File: src/rtl/bus_interconnect_if.sv
// Bus bundle between the CPU, the interconnect and its N slave channels.
// The slave modport is the fabric's view; master is the environment's view.
interface bus_interconnect_if #(
    parameter int N = 8
);
    logic            i_bus_request;
    logic            i_bus_rw;
    logic [31:0]     i_bus_address;
    logic [31:0]     i_bus_wdata;
    logic [31:0]     o_bus_rdata;
    logic            o_bus_ready;
    logic            o_bus_error;
    logic [N-1:0]    o_slave_request;
    logic            o_slave_rw;
    logic [N*32-1:0] o_slave_address;
    logic [31:0]     o_slave_wdata;
    logic [N*32-1:0] i_slave_rdata;
    logic [N-1:0]    i_slave_ready;

    modport slave (
        input  i_bus_request, i_bus_rw, i_bus_address, i_bus_wdata,
        input  i_slave_rdata, i_slave_ready,
        output o_bus_rdata, o_bus_ready, o_bus_error,
        output o_slave_request, o_slave_rw, o_slave_address,
        output o_slave_wdata
    );

    modport master (
        output i_bus_request, i_bus_rw, i_bus_address, i_bus_wdata,
        output i_slave_rdata, i_slave_ready,
        input  o_bus_rdata, o_bus_ready, o_bus_error,
        input  o_slave_request, o_slave_rw, o_slave_address,
        input  o_slave_wdata
    );
endinterface

File: src/rtl/bus_interconnect.sv
// Registered single-master to N-slave fabric with region decode and timeout.
// Optional fault capture: define BUS_INTERCONNECT_FAULT_CAPTURE_EN.
module bus_interconnect #(
    parameter int              N           = 8,
    parameter logic [N*32-1:0] REGION_BASE = {N{32'h0}},
    parameter logic [N*32-1:0] REGION_SIZE = {N{32'h0}},
    parameter int              TIMEOUT     = 1024,
    parameter logic [31:0]     ERROR_RDATA = 32'h0000_0000
) (
    input  logic i_clock,
    input  logic i_reset,
`ifdef BUS_INTERCONNECT_FAULT_CAPTURE_EN
    input  logic        i_fault_clear,
    output logic        o_fault_valid,
    output logic [31:0] o_fault_address,
    output logic        o_fault_timeout,
`endif
    bus_interconnect_if.slave bus
);
    localparam int IW = (N > 1) ? $clog2(N) : 1;

    typedef enum logic [1:0] {
        S_IDLE,
        S_ACCESS,
        S_ERROR,
        S_RELEASE
    } state_t;

    state_t          r_state;
    logic [IW-1:0]   r_idx;
    logic            r_rw;
    logic [31:0]     r_wdata;
    logic [31:0]     r_rdata;
    logic            r_ready;
    logic            r_error;
    logic [N-1:0]    r_sreq;
    logic [N*32-1:0] r_saddr;
    logic [31:0]     r_count;

    logic            w_hit;
    logic [IW-1:0]   w_idx;
    logic [32:0]     w_addr;
    logic [32:0]     w_lo;
    logic [32:0]     w_hi;
    logic            w_sel_ready;
    logic            w_timeout;

    // 33-bit bounds so a region ending at 2^32 does not wrap; lowest index wins
    always_comb begin
        w_hit  = 1'b0;
        w_idx  = '0;
        w_addr = {1'b0, bus.i_bus_address};
        w_lo   = '0;
        w_hi   = '0;
        for (int i = N - 1; i >= 0; i--) begin
            w_lo = {1'b0, REGION_BASE[32*i +: 32]};
            w_hi = w_lo + {1'b0, REGION_SIZE[32*i +: 32]};
            if (REGION_SIZE[32*i +: 32] != 32'h0 &&
                w_addr >= w_lo && w_addr < w_hi) begin
                w_hit = 1'b1;
                w_idx = IW'(i);
            end
        end
    end

    assign w_sel_ready = bus.i_slave_ready[r_idx];
    assign w_timeout   = (TIMEOUT != 0) &&
                         (r_count == 32'(TIMEOUT - 1));

    always_ff @(posedge i_clock) begin
        if (i_reset) begin
            r_state <= S_IDLE;
            r_idx   <= '0;
            r_rw    <= 1'b0;
            r_wdata <= '0;
            r_rdata <= '0;
            r_ready <= 1'b0;
            r_error <= 1'b0;
            r_sreq  <= '0;
            r_saddr <= '0;
            r_count <= '0;
        end else begin
            unique case (r_state)
                S_IDLE: begin
                    if (bus.i_bus_request) begin
                        r_rw    <= bus.i_bus_rw;
                        r_wdata <= bus.i_bus_wdata;
                        r_idx   <= w_idx;
                        r_count <= '0;
                        for (int i = 0; i < N; i++) begin
                            r_saddr[32*i +: 32] <= bus.i_bus_address -
                                                   REGION_BASE[32*i +: 32];
                            r_sreq[i] <= w_hit && (w_idx == IW'(i));
                        end
                        r_state <= w_hit ? S_ACCESS : S_ERROR;
                    end
                end
                S_ACCESS: begin
                    if (w_sel_ready) begin
                        r_rdata <= bus.i_slave_rdata[32*r_idx +: 32];
                        r_sreq  <= '0;
                        r_ready <= 1'b1;
                        r_error <= 1'b0;
                        r_state <= S_RELEASE;
                    end else if (w_timeout) begin
                        r_rdata <= ERROR_RDATA;
                        r_sreq  <= '0;
                        r_ready <= 1'b1;
                        r_error <= 1'b1;
                        r_state <= S_RELEASE;
                    end else begin
                        r_count <= r_count + 32'd1;
                    end
                end
                S_ERROR: begin
                    r_rdata <= ERROR_RDATA;
                    r_ready <= 1'b1;
                    r_error <= 1'b1;
                    r_state <= S_RELEASE;
                end
                S_RELEASE: begin
                    if (!bus.i_bus_request) begin
                        r_ready <= 1'b0;
                        r_error <= 1'b0;
                        r_state <= S_IDLE;
                    end
                end
            endcase
        end
    end

    assign bus.o_bus_rdata     = r_rdata;
    assign bus.o_bus_ready     = r_ready;
    assign bus.o_bus_error     = r_error;
    assign bus.o_slave_request = r_sreq;
    assign bus.o_slave_rw      = r_rw;
    assign bus.o_slave_address = r_saddr;
    assign bus.o_slave_wdata   = r_wdata;

`ifdef BUS_INTERCONNECT_FAULT_CAPTURE_EN
    logic        r_addr;
    logic [31:0] r_fault_addr_in;
    logic        r_fvalid;
    logic [31:0] r_faddr;
    logic        r_ftmo;
    logic        w_err_unmapped;
    logic        w_err_timeout;

    assign r_addr         = 1'b0;
    assign w_err_unmapped = (r_state == S_ERROR);
    assign w_err_timeout  = (r_state == S_ACCESS) &&
                            !w_sel_ready && w_timeout;

    always_ff @(posedge i_clock) begin
        if (i_reset) begin
            r_fault_addr_in <= '0;
        end else if (r_state == S_IDLE && bus.i_bus_request) begin
            r_fault_addr_in <= bus.i_bus_address;
        end
    end

    // first error sticks until cleared; a clear coinciding with an error takes it
    always_ff @(posedge i_clock) begin
        if (i_reset) begin
            r_fvalid <= 1'b0;
            r_faddr  <= '0;
            r_ftmo   <= 1'b0;
        end else if ((w_err_unmapped || w_err_timeout) &&
                     (!r_fvalid || i_fault_clear)) begin
            r_fvalid <= 1'b1;
            r_faddr  <= r_fault_addr_in;
            r_ftmo   <= w_err_timeout;
        end else if (i_fault_clear) begin
            r_fvalid <= 1'b0;
        end
    end

    assign o_fault_valid   = r_fvalid;
    assign o_fault_address = r_faddr;
    assign o_fault_timeout = r_ftmo;
`endif
endmodule

File: src/flat_wrapper.sv
// flat-port wrapper written by rule: the top's interface ports become plain ports
module bus_interconnect_flat 
#(
    parameter int              N           = 8,
    parameter logic [N*32-1:0] REGION_BASE = {N{32'h0}},
    parameter logic [N*32-1:0] REGION_SIZE = {N{32'h0}},
    parameter int              TIMEOUT     = 1024,
    parameter logic [31:0]     ERROR_RDATA = 32'h0000_0000
)
  (i_clock, i_reset, bus_i_bus_request, bus_i_bus_rw, bus_i_bus_address, bus_i_bus_wdata, bus_i_slave_rdata, bus_i_slave_ready, bus_o_bus_rdata, bus_o_bus_ready, bus_o_bus_error, bus_o_slave_request, bus_o_slave_rw, bus_o_slave_address, bus_o_slave_wdata);
  bus_interconnect_if #(.N(N)) bus_i ();
  input  logic i_clock;
  input  logic i_reset;
  input wire logic [$bits(bus_i.i_bus_request)-1:0] bus_i_bus_request;
  input wire logic [$bits(bus_i.i_bus_rw)-1:0] bus_i_bus_rw;
  input wire logic [$bits(bus_i.i_bus_address)-1:0] bus_i_bus_address;
  input wire logic [$bits(bus_i.i_bus_wdata)-1:0] bus_i_bus_wdata;
  input wire logic [$bits(bus_i.i_slave_rdata)-1:0] bus_i_slave_rdata;
  input wire logic [$bits(bus_i.i_slave_ready)-1:0] bus_i_slave_ready;
  output wire logic [$bits(bus_i.o_bus_rdata)-1:0] bus_o_bus_rdata;
  output wire logic [$bits(bus_i.o_bus_ready)-1:0] bus_o_bus_ready;
  output wire logic [$bits(bus_i.o_bus_error)-1:0] bus_o_bus_error;
  output wire logic [$bits(bus_i.o_slave_request)-1:0] bus_o_slave_request;
  output wire logic [$bits(bus_i.o_slave_rw)-1:0] bus_o_slave_rw;
  output wire logic [$bits(bus_i.o_slave_address)-1:0] bus_o_slave_address;
  output wire logic [$bits(bus_i.o_slave_wdata)-1:0] bus_o_slave_wdata;
  assign bus_i.i_bus_request = bus_i_bus_request;
  assign bus_i.i_bus_rw = bus_i_bus_rw;
  assign bus_i.i_bus_address = bus_i_bus_address;
  assign bus_i.i_bus_wdata = bus_i_bus_wdata;
  assign bus_i.i_slave_rdata = bus_i_slave_rdata;
  assign bus_i.i_slave_ready = bus_i_slave_ready;
  assign bus_o_bus_rdata = bus_i.o_bus_rdata;
  assign bus_o_bus_ready = bus_i.o_bus_ready;
  assign bus_o_bus_error = bus_i.o_bus_error;
  assign bus_o_slave_request = bus_i.o_slave_request;
  assign bus_o_slave_rw = bus_i.o_slave_rw;
  assign bus_o_slave_address = bus_i.o_slave_address;
  assign bus_o_slave_wdata = bus_i.o_slave_wdata;
  bus_interconnect #(.N(N), .REGION_BASE(REGION_BASE), .REGION_SIZE(REGION_SIZE), .TIMEOUT(TIMEOUT), .ERROR_RDATA(ERROR_RDATA)) u_core (.i_clock(i_clock), .i_reset(i_reset), .bus(bus_i));
endmodule
File: config.mk
export PLATFORM = sky130hd
export DESIGN_NAME = bus_interconnect_flat
export DESIGN_NICKNAME = d
export VERILOG_FILES = /design/src/rtl/bus_interconnect_if.sv /design/src/rtl/bus_interconnect.sv /design/src/flat_wrapper.sv
export SDC_FILE = /design/constraint.sdc
export NUM_CORES = 1
export LEC_CHECK = 0
export ABC_AREA = 1
export CORE_AREA = 5 5 256 258
export CTS_CLUSTER_DIAMETER = 50
export CTS_CLUSTER_SIZE = 40
export DETAILED_ROUTE_END_ITERATION = 8
export DIE_AREA = 0 0 261 263
export SYNTH_ARGS = -nofsm -noshare
export SYNTH_HDL_FRONTEND = slang
export SYNTH_SLANG_ARGS = --single-unit
File: constraint.sdc
create_clock -name i_clock -period 2.3 [get_ports i_clock]
set_clock_uncertainty 0.05 [all_clocks]
set_input_delay 0.46 -clock i_clock [delete_from_list [all_inputs] [get_ports i_clock]]
set_output_delay 0.46 -clock i_clock [all_outputs]
set_load 0.05 [all_outputs]
---- Word-level counts from Yosys, hierarchy flattened ----
Index checks and enable logic that the tools add are counted.
storage, ports and cells
  bits in latches ......................... 0
  bits in writable memories ............... 0
  register bits ........................... 365
  ROM bits ................................ 0
  input port bits ......................... 332
  memories ................................ 0
operators by class
  $lt $le $gt $ge ......................... 0
  bitwise logic cells ..................... 0
  shift operators ......................... 0
  divide/modulo/power cells ............... 0
  mux-type cells .......................... 22
  equal/unequal tests ..................... 9
  multiply operators ...................... 0
  reductions and logical operators ........ 10
  add/subtract/negate cells ............... 1
operator list
  operator                                                            count
  32-bit two-way mux                                                  5
  32-bit case mux with 2 select lines                                 2
  32-bit by 1-bit adder with 32-bit output (second input constant)    1
  32-bit by 10-bit == test with 1-bit output (second input constant)  1
  8-bit two-way mux                                                   3
  8-bit case mux with 2 select lines                                  1
  3-bit AND reduction                                                 3
  2-bit two-way mux                                                   4
  2-bit != test (second input constant)                               4
  2-bit case mux with 4 select lines                                  1
  1-bit case mux with 3 select lines                                  2
  2-bit == test (second input constant)                               2
  1-bit two-way mux                                                   4
  2-bit AND reduction                                                 2
  4-bit AND reduction                                                 1
  2-bit nonzero test                                                  2
  3-bit by 1-bit != test with 1-bit output (second input constant)    1
  3-bit nonzero test                                                  1
  2-bit by 1-bit == test with 1-bit output (second input constant)    1
  2-bit zero test                                                     1

---- Depth between registers and ports, before layout ----
Gate-level depths: netlist of run 1.
  word-level depth ........................ 4
  mapped depth ............................ 12
  mapped depth without buffers ............ 11

---- Worst setup path before layout of run 1 ----
OpenSTA, ideal clock, no wires.
  path type ............................... reg2reg
  from .................................... reg u_core.r_state[1]
  to ...................................... reg u_core.r_count[11]
  required time ........................... 2.135 ns
  path slack .............................. 0.608 ns
  stages on the path, launching flop included .. 10
  clock period less this slack ............ 1.692 ns
  arrival time ............................ 1.527 ns
  cell sequence ........................... dfxtp_1 inv_1 ha_1 buf_2 inv_1 buf_2 clkbuf_1 a21oi_1 o21bai_1 nor2_1
between the ends
  cells in the longest elaborated chain, start to end .. 3
  elaborated cells on any way between the ends .. 8
  those cells by class .................... eq/ne (4); mux (1); reduce/logical (3)
RTL lines
  what                                                                         line                     source
  start: declaration                                                           bus_interconnect.sv:29   state_t r_state;
  start signal: assignment                                                     bus_interconnect.sv:95   r_state <= w_hit ? S_ACCESS : S_ERROR;
  2-bit by 1-bit == test with 1-bit output or 2-bit zero test (tied branches)  bus_interconnect.sv:83   unique case (r_state)
  2-bit != test (no source line) or 2-bit nonzero test (tied branches)         n/a
  4-bit AND reduction (no source line)                                         n/a
  end signal: assignment                                                       bus_interconnect.sv:112  r_count <= r_count + 32'd1;
  end: declaration                                                             bus_interconnect.sv:38   logic [31:0] r_count;
Several ways; a longest one is shown, not always the timed one.
A chain may end at the register's enable or synchronous reset.

---- Worst setup path after layout of run 1 ----
  from .................................... reg u_core.r_rdata[27], in the netlist u_core.bus.o_bus_rdata[27]
  to ...................................... out bus_o_bus_rdata[27]
RTL lines
  what                      line                     source
  start: declaration        bus_interconnect.sv:33   logic [31:0] r_rdata;
  start signal: assignment  bus_interconnect.sv:100  r_rdata <= bus.i_slave_rdata[32*r_idx +: 32];
  end: declaration          flat_wrapper.sv:20       output wire logic [$bits(bus_i.o_bus_rdata)-1:0] bus_o_bus_rdata;
No word-level cell between the ends.

==> impl_metrics.csv, run 1 <==
group,metric,value,unit
timing,slew_violations,0,
power_and_ir_drop,peakVddDrop,0.0006753,V
route,drc,0,
floorplanning,ios,663,
layout,post_route_cells_drive_above_1_share,18.49,%
worst_setup_path,end_kind,"output port",
floorplanning,initial_core_util,12.98,%
layout,fin_area,12180,sq um
layout,layout_commonest_cell,"nor2_1",
synthesis,async_flop_share,0,%
timing,hold_violations,0,
worst_setup_path,critPathCapture,"bus_o_bus_rdata[27]",
synthesis,synth_cell_type_count,32,
cts,clk_latency,460,ps
power_and_ir_drop,power.net_switching,9.857,mW
synthesis,syn-cell-area,8143,sq um
global_route,grt_pass1_vias,7182,
synthesis,synth_warnings,0,
run,maxCapViolCount,0,
route,dr_total_vias,7814,
timing,setup_violations,0,
placement,placed_cell_area,11650,sq um
worst_setup_path,crit_buf_inv,1,
timing,min_period,2174,ps
cts,cts.sinks,133,
cts,root_buffer,"clkbuf_16",
global_route,track_usage,9.033,%
global_route,antenna_found_initial,6,
route,dr.pass1.iters,4,
route,wl_per_cell,14.26,microns
floorplanning,rows,92,
timing,setup_ws,125.8,ps
synthesis,seq_area_frac_synth,32.70,%
synthesis,ys.flop_type,"dfxtp_1",
timing,max_freq,0.4599,GHz
timing,rsz0062_at_grt,"false",
worst_setup_path,r2r-start,"u_core.r_count[0]",
floorplanning,core_region_area,62740,sq um
power_and_ir_drop,power_frac_seq,20.4,%
worst_setup_path,arrival,1660,ps
power_and_ir_drop,p_int,7.955,mW
cts,numCtsBuffers,17,
synthesis,synth_edf_count,0,
synthesis,syn_avg_cell_area,6.620,sq um
layout,mostFrequentLayoutCells,"nor2_1, nand2_1, buf_4",
cts,htree_levels,4,
route,detail-route-antenna-nets,0,
placement,place.gp.congestion,0.8288,
worst_setup_path,r2r_end,"u_core.bus.o_bus_rdata[0]",
worst_setup_path,reg2reg_depth,11,
timing,worst_pin_slew,706.5,ps
power_and_ir_drop,clkPwrFrac,16.7,%
timing,whs,412.5,ps
power_and_ir_drop,power_density,1462,nW/um^2
floorplanning,fp.dieW,261,microns
floorplanning,fp.dieH,263,microns
worst_setup_path,cp_slowest_cell,"clkdlybuf4s50_1",
floorplanning,dieArea,68640,sq um
synthesis,ys_ff_latch,133,
placement,placement.io_buffers,423,
route,viasPerCell,3.415,
worst_setup_path,crit_chain,"clkdlybuf4s50_1",
worst_setup_path,cp-start-kind,"register",
cts,clk_pin_slew,70,ps
min_path,min_path_type,"reg -> reg",
timing,fin_setup_tns,0,ps
timing,fin_crit_sh,94.53,%
worst_setup_path,cp_max_fo,2,
cts,cts_tree,"done",
worst_setup_path,max_stage_delay,860,ps
power_and_ir_drop,p_comb_share,62.9,%
layout,syn_to_final_growth,49.63,%
worst_setup_path,crit_start,"u_core.bus.o_bus_rdata[27]",
worst_setup_path,criticalPathCategory,"reg -> out",
run_status,outcome,"finished, final reports clean",
timing,max_slew_margin,52.83,%
placement,hpwl,25700,microns
global_route,grt_max_degree,66,
layout,n_fill_cell,7063,
power_and_ir_drop,p_sw_share,55.34,%
worst_setup_path,cp.required,1790,ps
worst_setup_path,rrSetupSlack,220,ps
cts,cts_buffer_depth,2,
route,drt-initial-drc-count,439,
worst_setup_path,crit_family,"buffers and inverters",
cts,cts_hold_buf,0,
power_and_ir_drop,power_leakage,5.418,nW
synthesis,postSynthCellCount,1230,
worst_setup_path,path_depth,1,
placement,place_ws,115.7,ps
layout,fin_nets,1763,
route,drt-total-wl,32630,microns
global_route,grt_pass1_wl,46580,microns
global_route,grt_overflow,0,
==> cell type report <==
type                    count  area (sq um)  area share (%)
diodes                      3         7.507         0.06161
clock buffers              17         425.4           3.491
clock inverters            15         195.2           1.602
inverters                  82         317.8           2.608
multi-input cells         735          3207           26.32
flip-flops and latches    133          2663           21.85
well taps                 846          1059           8.688
repair buffers            457          4310           35.38
==> metal layers <==
metal / share of wire (%) / vias to the layer above / GRT usage (%)
li1: - / 3966 / -
met1: 42 / 3504 / 10.90
met2: 47 / 308 / 15.27
met3: 9.6 / 30 / 3.143
met4: 1.7 / 6 / 2.457
met5: 0.10 / - / 0
==> registers in the layout (all words and copies together) (netlist names) <==
name and cells:
u_core.bus.o_bus_error 1, u_core.bus.o_bus_rdata 32, u_core.bus.o_bus_ready 1, u_core.bus.o_slave_address 32, u_core.bus.o_slave_rw 1, u_core.bus.o_slave_wdata 32, u_core.r_count 32, u_core.r_state 2
==> logic make-up (layout without fill, tap and decap cells) <==
family                     Yosys count  after routing  synth area share [%]
buffers and inverters              369            571                 28.41
DFF                                133            133                 32.70
adders and majority gates            5              5                0.7683
and+or+nand+nor                    586            586                 29.16
other                                1             11               0.04605
AOI/OAI and AO/OA                  136            136                 8.912
==> worst min path at each step <==
stage | start | end | slack (ps) | depth (start not counted)
6_report | u_core.bus.o_bus_error | u_core.bus.o_bus_error | 410 | 2
5_1_grt | u_core.bus.o_bus_error | u_core.bus.o_bus_error | 420 | 2
4_1_cts | u_core.bus.o_bus_error | u_core.bus.o_bus_error | 420 | 2
3_5_place_dp | u_core.bus.o_bus_error | u_core.bus.o_bus_error | 410 | 2
3_3_place_gp | u_core.bus.o_bus_error | u_core.bus.o_bus_error | 400 | 2
2_1_floorplan | u_core.r_count[4] | u_core.r_count[4] | 430 | 2
==> power by group through the flow <==
stage / Combinational [mW] / Sequential, mW / Clock [mW]
CTS: 11.3 / 3.64 / 3.16
floorplan: 6.75 / 5.47 / 0
global placement: 11.5 / 3.68 / 0
finish: 11.2 / 3.63 / 2.98
detailed placement: 11.5 / 3.70 / 0
global route: 11.9 / 3.74 / 3.25
==> synth_stat cells (9+ instances only) <==
cell | count | share of area, %
a21oi_1 | 19 | 1.2
buf_2 | 9 | 0.55
buf_4 | 235 | 22
clkbuf_1 | 34 | 1.6
dfxtp_1 | 133 | 33
inv_1 | 79 | 3.6
nand2_1 | 192 | 8.9
nand3_1 | 21 | 1.3
nand4_1 | 21 | 1.6
nor2_1 | 328 | 15
o21ai_0 | 71 | 4.4
o21ai_1 | 31 | 1.9
o21bai_1 | 13 | 1.2
==> stage by stage <==
stage	instances	total power, mW	util [%]
floorplan	1237	12.23	-
global placement	2253	15.20	18.56
detailed placement	2253	15.23	18.56
CTS	2285	18.14	19.39
global route	2285	18.86	19.41
finish	2288	17.81	19.42
==> what timing repair did <==
item,CTS,global route
resized for setup,81,2
setup buffers,0,0
setup endpoints to repair,81,22
Note: power is estimated with default switching activity, not from simulation.
==> run 2, diff against run 1 <==
--- a/config.mk
+++ b/config.mk
@@ -11,6 +11,7 @@
 export CTS_CLUSTER_SIZE = 40
 export DETAILED_ROUTE_END_ITERATION = 8
 export DIE_AREA = 0 0 261 263
+export RECOVER_POWER = 50
 export SYNTH_ARGS = -nofsm -noshare
 export SYNTH_HDL_FRONTEND = slang
 export SYNTH_SLANG_ARGS = --single-unit
==> run 2 against run 1 <==
  * Design area shrank 4.4%
  * Count of clock-buffer cells in the layout is the same
  * Die area unchanged
  * Global-route usage did not move
  * Critical path type unchanged
  * Maximum frequency about the same
  * Power shrank 3.0%
  * Critical path depth unchanged
  * First-iteration DRC count grew 3.6%
  * Sequential cell count stayed put
  * Cell count is the same
  * Utilization fell by 0.86 points
  * Combinational power fell by 4%
==> impl_metrics.csv, run 2 (same netlist as run 1, synthesis figures left out) <==
group,metric,value,unit
route,drt-initial-drc-count,455,
layout,fin_nets,1763,
worst_setup_path,end_kind,"output port",
worst_setup_path,cp-start-kind,"register",
timing,worst_pin_slew,838.4,ps
global_route,antenna_found_initial,6,
route,dr_wl_met3,3239,microns
placement,placed_cell_area,11650,sq um
global_route,grt_pass1_vias,7182,
worst_setup_path,arrival,1660,ps
placement,place_ws,115.7,ps
timing,max_slew_margin,44.11,%
layout,syn_to_final_growth,43.01,%
power_and_ir_drop,clkPwrFrac,17.2,%
floorplanning,core_region_area,62740,sq um
global_route,grt_max_degree,66,
worst_setup_path,crit_chain,"clkdlybuf4s50_1",
cts,clk_pin_slew,70,ps
power_and_ir_drop,p_sw_share,56.82,%
timing,fin_setup_tns,0,ps
placement,hpwl,25700,microns
worst_setup_path,cp.required,1790,ps
route,routed.top_layer,"met5",
worst_setup_path,cp_max_fo,2,
cts,numCtsBuffers,17,
floorplanning,dieArea,68640,sq um
layout,stdcell_count,2288,
floorplanning,initial_core_util,12.98,%
placement,placement.io_buffers,423,
timing,setup_violations,0,
cts,root_buffer,"clkbuf_16",
layout,post_route_cells_drive_above_1_share,15.43,%
cts,cts.sinks,133,
cts,cts_tree,"done",
timing,whs,412.5,ps
route,wl_per_cell,14.28,microns
route,detail-route-antenna-nets,0,
cts,cts_hold_buf,0,
run_status,outcome,"finished, final reports clean",
floorplanning,ios,663,
power_and_ir_drop,p_comb_share,61.9,%
power_and_ir_drop,power,17.28,mW
route,drt-total-wl,32670,microns
cts,post-cts-setup-buffer-count,0,
route,drc,0,
layout,fin_area,11640,sq um
cts,clk_latency,460,ps
run,maxCapViolCount,0,
route,wl_met2,15370,microns
power_and_ir_drop,power_density,1484,nW/um^2
global_route,grt_overflow,0,
placement,dp.cells,2253,
power_and_ir_drop,power_leakage,5.136,nW
timing,rsz0062_at_grt,"false",
timing,fin_crit_sh,94.49,%
cts,htree_levels,4,
timing,min_period,2173,ps
power_and_ir_drop,power_frac_seq,20.9,%
cts,cts_buffer_depth,2,
timing,max_freq,0.4602,GHz
layout,mostFrequentLayoutCells,"nor2_1, nand2_1, clkdlybuf4s50_1",
floorplanning,fp.dieW,261,microns
route,dr.pass1.iters,4,
power_and_ir_drop,power.net_switching,9.818,mW
worst_setup_path,criticalPathCategory,"reg -> out",
worst_setup_path,crit_family,"buffers and inverters",
min_path,min_path_type,"reg -> reg",
worst_setup_path,crit_buf_inv,1,
worst_setup_path,max_stage_delay,860,ps
route,drt-met1-wl,13590,microns
route,dr_total_vias,7780,
route,viasPerCell,3.400,
floorplanning,rows,92,
timing,hold_violations,0,
layout,final_core_util,18.56,%
floorplanning,fp.dieH,263,microns
timing,slew_violations,0,
layout,layout_commonest_cell,"nor2_1",
placement,place.gp.congestion,0.8288,
timing,setup_ws,126.8,ps
power_and_ir_drop,peakVddDrop,0.0006753,V
power_and_ir_drop,p_int,7.461,mW
global_route,grt_pass1_wl,46580,microns
global_route,track_usage,9.033,%
worst_setup_path,cp_slowest_cell,"clkdlybuf4s50_1",
==> run 2: cell count changes in the layout (fill, tap and decap cells not counted), sizes merged <==
cell / before / now
buf: 214 / 70
clkbuf: 17 / 161
clkdlybuf4s50: 162 / 161
dlygate4sd3: 0 / 1
==> run 2: worst paths after layout <==
kind | to | start | slack (ps) | depth (start not counted)
max | bus_o_bus_rdata[27] | u_core.bus.o_bus_rdata[27] | 130 | 1
min | u_core.bus.o_bus_error | u_core.bus.o_bus_error | 410 | 2
max reg2reg | u_core.bus.o_bus_rdata[0] | u_core.r_count[0] | 210 | 11
min reg2reg | u_core.bus.o_bus_error | u_core.bus.o_bus_error | 410 | 2
==> run 2: repair_timing <==
action / in CTS / in global routing
pin swaps: 0 / 0
gates resized for setup: 81 / 2
hold endpoints to repair: 0 / 0
endpoints found under the setup margin: 81 / 22
==> run 2: final cells by class <==
class,instances,area (sq um)
Fill cell,7222,51090
Timing Repair Buffer,457,3771
Multi-Input combinational cell,735,3207
Sequential cell,133,2663
Tap cell,846,1059
Clock buffer,17,425.4
Inverter,82,317.8
Clock inverter,15,195.2
Antenna cell,3,7.507
==> run 2: routing by layer <==
metal,vias to the layer above,GRT usage (%)
li1,3969,-
met1,3461,10.90
met2,316,15.27
met3,28,3.143
met4,6,2.457
met5,-,0
==> run 2: power groups by stage <==
stage / clock (mW) / combinational [mW] / sequential [mW]
4_1_cts: 3.16 / 11.3 / 3.64
2_1_floorplan: 0 / 6.75 / 5.47
3_3_place_gp: 0 / 11.5 / 3.68
3_5_place_dp: 0 / 11.5 / 3.70
6_report: 2.98 / 10.7 / 3.61
5_1_grt: 3.25 / 11.4 / 3.73
